===== config.mk =====
export PLATFORM = sky130hd
export DESIGN_NAME = lcd_cmd_scheduler
export DESIGN_NICKNAME = d
export VERILOG_FILES = /design/src/rtl/lcd_cmd_scheduler.sv
export SDC_FILE = /design/constraint.sdc
export NUM_CORES = 1
export LEC_CHECK = 0
export BUFFER_PORTS_ARGS = -buffer_cell sky130_fd_sc_hd__buf_2
export CELL_PAD_IN_SITES_DETAIL_PLACEMENT = 2
export CELL_PAD_IN_SITES_GLOBAL_PLACEMENT = 2
export CORE_MARGIN = 5
export CORE_UTILIZATION = 32
export CTS_CLUSTER_SIZE = 12
export DETAILED_ROUTE_END_ITERATION = 12
export PLACE_DENSITY_LB_ADDON = 0.1
export SYNTH_ARGS = -nofsm -noshare
export SYNTH_HDL_FRONTEND = slang
export SYNTH_SLANG_ARGS = --single-unit

===== constraint.sdc =====
create_clock -name clk -period 3.25 [get_ports clk]
set_clock_uncertainty 0.1 [all_clocks]
set_input_delay 0.65 -clock clk [delete_from_list [all_inputs] [get_ports clk]]
set_output_delay 0.65 -clock clk [all_outputs]
set_load 0.005 [all_outputs]

===== src/rtl/lcd_cmd_scheduler.sv =====
// HD44780 text-LCD bus owner: power-on init sequence, then round-robin issue of
// two requesters' command/data bytes, each as one timed slot with an E strobe.
module lcd_cmd_scheduler #(
    parameter int PWR_CYCLES  = 70,
    parameter int CMD_CYCLES  = 31,
    parameter int LONG_CYCLES = 101,
    parameter int E_SETUP     = 5,
    parameter int E_WIDTH     = 15
) (
    input  logic       clk,
    input  logic       rst,
    input  logic       req0_valid,
    input  logic       req0_rs,
    input  logic [7:0] req0_data,
    output logic       req0_ready,
    input  logic       req1_valid,
    input  logic       req1_rs,
    input  logic [7:0] req1_data,
    output logic       req1_ready,
    output logic       init_done,
    output logic       busy,
    output logic       LCD_E,
    output logic       LCD_RS,
    output logic       LCD_RW,
    output logic [7:0] LCD_DATA
);

    localparam int MAX_CYC = (LONG_CYCLES > CMD_CYCLES)
                           ? ((LONG_CYCLES > PWR_CYCLES) ? LONG_CYCLES : PWR_CYCLES)
                           : ((CMD_CYCLES > PWR_CYCLES) ? CMD_CYCLES : PWR_CYCLES);
    localparam int CNT_W = $clog2(MAX_CYC);

    localparam logic [CNT_W-1:0] C_PWR_LAST  = CNT_W'(PWR_CYCLES - 1);
    localparam logic [CNT_W-1:0] C_CMD_LAST  = CNT_W'(CMD_CYCLES - 1);
    localparam logic [CNT_W-1:0] C_LONG_LAST = CNT_W'(LONG_CYCLES - 1);
    localparam logic [CNT_W-1:0] C_E_ON      = CNT_W'(E_SETUP);
    localparam logic [CNT_W-1:0] C_E_OFF     = CNT_W'(E_SETUP + E_WIDTH);

    localparam logic [1:0] ST_PWR_WAIT  = 2'd0;
    localparam logic [1:0] ST_INIT_SLOT = 2'd1;
    localparam logic [1:0] ST_IDLE      = 2'd2;
    localparam logic [1:0] ST_ISSUE     = 2'd3;

    localparam logic [1:0] C_INIT_LAST = 2'd3;

    logic [1:0]       r_state;
    logic [CNT_W-1:0] r_cnt;
    logic [1:0]       r_init_idx;
    logic             r_init_done;
    logic             r_busy;
    logic             r_e;
    logic             r_rs;
    logic [7:0]       r_data;
    logic             r_ready0;
    logic             r_ready1;
    logic             r_prio1;
    logic             r_cap_rs;
    logic [7:0]       r_cap_data;

    logic [1:0]       w_nstate;
    logic [CNT_W-1:0] w_ncnt;
    logic [1:0]       w_nidx;
    logic             w_slot_long;
    logic             w_slot_last;
    logic             w_nrs;
    logic [7:0]       w_ndata;
    logic             w_nin_slot;
    logic             w_ne;
    logic             w_grant_ok;
    logic             w_gnt0;
    logic             w_gnt1;

    function automatic logic [7:0] init_byte(input logic [1:0] idx);
        case (idx)
            2'd0:    init_byte = 8'h38;
            2'd1:    init_byte = 8'h0F;
            2'd2:    init_byte = 8'h06;
            default: init_byte = 8'h01;
        endcase
    endfunction

    // Clear and home instructions need the long execution time on the LCD.
    assign w_slot_long = !r_rs && (r_data[7:2] == 6'd0) && (r_data != 8'h00);
    assign w_slot_last = (r_cnt == (w_slot_long ? C_LONG_LAST : C_CMD_LAST));

    always_comb begin
        w_nstate = r_state;
        w_ncnt   = r_cnt + CNT_W'(1);
        w_nidx   = r_init_idx;
        case (r_state)
            ST_PWR_WAIT: begin
                if (r_cnt == C_PWR_LAST) begin
                    w_nstate = ST_INIT_SLOT;
                    w_ncnt   = '0;
                    w_nidx   = 2'd0;
                end
            end
            ST_INIT_SLOT: begin
                if (w_slot_last) begin
                    w_ncnt = '0;
                    if (r_init_idx == C_INIT_LAST) w_nstate = ST_IDLE;
                    else                           w_nidx   = r_init_idx + 2'd1;
                end
            end
            ST_IDLE: begin
                w_ncnt = '0;
                if (r_ready0 || r_ready1) w_nstate = ST_ISSUE;
            end
            default: begin
                if (w_slot_last) begin
                    w_nstate = ST_IDLE;
                    w_ncnt   = '0;
                end
            end
        endcase
    end

    // Bus outputs are computed from the next state so the registered values
    // line up exactly with the state/counter they describe.
    always_comb begin
        w_nrs   = r_rs;
        w_ndata = r_data;
        if (w_nstate == ST_INIT_SLOT && w_ncnt == '0) begin
            w_nrs   = 1'b0;
            w_ndata = init_byte(w_nidx);
        end else if (w_nstate == ST_ISSUE && r_state == ST_IDLE) begin
            w_nrs   = r_cap_rs;
            w_ndata = r_cap_data;
        end
    end

    assign w_nin_slot = (w_nstate == ST_INIT_SLOT) || (w_nstate == ST_ISSUE);
    assign w_ne       = w_nin_slot && (w_ncnt >= C_E_ON) && (w_ncnt < C_E_OFF);

    // A grant is only made for a cycle that will itself be IDLE.
    assign w_grant_ok = (w_nstate == ST_IDLE);
    assign w_gnt0     = w_grant_ok && req0_valid && (!req1_valid || !r_prio1);
    assign w_gnt1     = w_grant_ok && req1_valid && (!req0_valid ||  r_prio1);

    // NOTE: state updates use non-blocking assignments so every register samples
    // pre-edge values regardless of statement order.
    always_ff @(posedge clk) begin
        if (rst) begin
            r_state     <= ST_PWR_WAIT;
            r_cnt       <= '0;
            r_init_idx  <= 2'd0;
            r_init_done <= 1'b0;
            r_busy      <= 1'b0;
            r_e         <= 1'b0;
            r_rs        <= 1'b0;
            r_data      <= 8'h00;
            r_ready0    <= 1'b0;
            r_ready1    <= 1'b0;
            r_prio1     <= 1'b0;
            r_cap_rs    <= 1'b0;
            r_cap_data  <= 8'h00;
        end else begin
            r_state     <= w_nstate;
            r_cnt       <= w_ncnt;
            r_init_idx  <= w_nidx;
            r_init_done <= r_init_done || (w_nstate == ST_IDLE);
            r_busy      <= w_nin_slot;
            r_e         <= w_ne;
            r_rs        <= w_nrs;
            r_data      <= w_ndata;
            r_ready0    <= w_gnt0;
            r_ready1    <= w_gnt1;
            if (w_gnt0) begin
                r_prio1    <= 1'b1;
                r_cap_rs   <= req0_rs;
                r_cap_data <= req0_data;
            end else if (w_gnt1) begin
                r_prio1    <= 1'b0;
                r_cap_rs   <= req1_rs;
                r_cap_data <= req1_data;
            end
        end
    end

    assign req0_ready = r_ready0;
    assign req1_ready = r_ready1;
    assign init_done  = r_init_done;
    assign busy       = r_busy;
    assign LCD_E      = r_e;
    assign LCD_RS     = r_rs;
    assign LCD_RW     = 1'b0;
    assign LCD_DATA   = r_data;

endmodule


==> qor.csv <==
metric,value,unit
run status,"complete, no violations",
CP max-delay cell,or4b_4,
RSZ-0062 raised after global routing,no,
GR peak layer,met2,
PortBufs,35,
GRT Util Overall,14.5,%
class of the worst hold path,register to register,
Peak supply drop,0.000134,V
Clock Latency Late Sink,0.29,ns
RePlAce Congestion,0.864,
die height,85.2,µm
Clock H-tree levels,2,
"Hold Vio Cnt, Final",0,
fin util,38.2,%
Synth Register Bits,35,
Vias,1596,
"delay-heaviest family, CP",compound AO/OA/AOI/OAI gates,
Die ar.,7250,µm²
met1 Usage GRT,19.0,%
synthesized area,1810,µm²
post-DR wirelength/cell,16.5,µm
YS warnings,0,
arrival time worst endpoint,2.96,ns
worst reg2reg path startpoint,r_cnt[0],
syn_nets,229,
"Max FO, Critical Path",10,
depth of the worst register-to-register path,9,
Reg2Reg Setup Slack,0.38,ns
DRC marker count from the first detailed-route iteration,56,
Least-Margin Pin Slew,0.828,ns
"Critical Path, Cell by Cell",or4b_4 > nor2_1 > mux2i_1 > o32a_1 > o22ai_1 > inv_1 > ha_1 > nor2_1 > a211oi_1,
Final Max Tran Viols,0,
post_cts resized,0,
post-synth top area share,38.8,%
CP Launch Point,r_cnt[0],
# rows,27,
CTS max path bufs,2,
total grt overflow,0,
hold depth,2,
met3 usage,4.08,%
io pins,37,
Fillers,621,
most frequent cells after synthesis,"dfxtp_1 (35), nor2_1 (31), mux2i_1 (20)",
Area Overhead vs Synth,16.2,%
multi-input logic area,1010,µm²
share of power burned in combinational logic,7.3,%
Critical path buffers and inverters,1,
Crit path depth,9,
clock share of power,38.1,%
largest net degree at the start of global routing,24,
Tot Pwr,806,µW
Async SR Flop Fraction,0,%
CTS Sinks,35,
Hold WS,0.372,ns
post-synthesis sequential area ratio,38.8,%
"Avg Cell Area, Syn",8.95,µm²
# Post-CTS Setup Buffers,0,
DP Wirelength,3850,µm
CP Launch Type,register,
Int Pwr,609,µW
Die W,85.2,µm
register clock-pin slew on the reported worst setup and hold paths,0.07,ns
setup TNS,0,ns
cell with the most instances after synthesis,dfxtp_1,
vias per cell,5.23,
Tcrit/Tclk final,88.4,%
share of cells above drive strength 1,21.5,%
"EDFF count, synth",0,
CTS tree,built,
Sw Ratio,24.4,%
Critical Path RT,3.34,ns
Most used DFF post-synth,dfxtp_1,
ant diodes,0,
Yosys cell types,49,
Flop pwr share,54.6,%
Num CTS Buffers,5,
CTS hold repair buffers,0,
CP Class,register to register,
min Tclk post-route,2.87,ns
max cap viols,0,
P_leak,0.928,nW
RR Endpoint,LCD_DATA[2],
slew margin rel.,44.6,%
NumNets Final,259,
Residual DRC,0,
Crit path top cell by count,nor2_1,
core area,5510,µm²
gate count of the mapped netlist,202,
Sequential Area,701,µm²
number of global-route vias before repair,1730,
Worst path max stage delay,0.58,ns
Max Clk Rate,348,MHz
first-pass GRT wire length,8410,µm
grt met2 use,22.5,%
initial antenna violation count,0,
CP endpoint kind,register,
Final setup viols,0,
Sw Pwr,197,µW
Routed Antenna Nets,0,
initial core utilization,32.8,%
most area-hungry cell type in the Yosys netlist,dfxtp_1,
1st-pass router iterations,4,
PD cells,383,nW/µm²
root buf cell,clkbuf_8,
ranking of synthesized cells by area,"dfxtp_1 (39%), mux2i_1 (11%), nor2_1 (6.4%)",
CP endpoint,LCD_DATA[2],
Routed WL,5030,µm
sequential cells by signal, indices dropped and copies added (netlist names), 2 cells and up:
register and cells:
LCD_DATA 8, r_cap_data 8, r_cnt 7, r_init_idx 2, r_state 2
layout make-up:
class | count | share of cell area (%)
Clock buffer | 7 | 3.63
Clock inverter | 1 | 0.238
Inverter | 8 | 1.43
Multi-Input combinational cell | 145 | 48.0
Sequential cell | 35 | 33.4
Tap cell | 72 | 4.29
Timing Repair Buffer | 37 | 9.05
cells in the final DEF, fill, tap and decap left out, drive strengths merged, types with 4 or more instances in the layout:
master and instances:
a21oi 10, mux2i 20, a211oi 15, nor2 32
clkbuf 7, nor3 5, nand3 5, inv 8
ha 5, buf 37, dfxtp 35, nand2 6
o21ai 4, and3 4
stage by stage:
stage | std cells | cell area, µm² | setup slack, ns
finish | 305 | 2100 | 0.377
global route | 305 | 2100 | 0.157
CTS | 305 | 2100 | 0.370
detailed placement | 297 | 2020 | 0.449
global placement | 297 | 2020 | 0.584
floorplan | 202 | 1810 | 0.797
tightest hold or removal path: cells and delay by family (launching register included):
family | cells | cell delay, ns
flip-flops | 1 | 0.33
AND/OR/NAND/NOR | 2 | 0.12
kinds of logic (layout without fill, tap and decap cells):
logic type | after synthesis | after routing | share of synthesized area (%)
simple gates | 67 | 67 | 19.8
compound gates | 45 | 45 | 17.7
flops | 35 | 35 | 38.8
buf+inv | 22 | 53 | 5.47
mux | 21 | 21 | 11.7
xor+xnor | 6 | 6 | 2.91
fa+ha+maj | 5 | 5 | 3.46
other cells | 1 | 1 | 0.207
power groups by stage:
stage	clock network [mW]	logic (mW)	registers [mW]
2_1_floorplan	0	0.0384	0.446
3_3_place_gp	0	0.0561	0.448
3_5_place_dp	0	0.0597	0.450
6_report	0.307	0.0588	0.440
5_1_grt	0.339	0.0662	0.441
4_1_cts	0.319	0.0600	0.440
per-layer routing:
layer  vias to the layer above  part of all wire (%)
li1                        785                     -
met1                       765                    48
met2                        38                    46
met3                         8                   4.3
met4                         0                   1.4
met5                         -                     0
how the worst min path moves through the flow:
stage | from | end | slack (ns)
finish | init_done | init_done | 0.37
global route | init_done | init_done | 0.43
CTS | init_done | init_done | 0.39
detailed placement | init_done | init_done | 0.37
global placement | init_done | init_done | 0.35
floorplan | r_cap_data[6] | LCD_DATA[6] | 0.36
(Power assumes the default switching activity.)
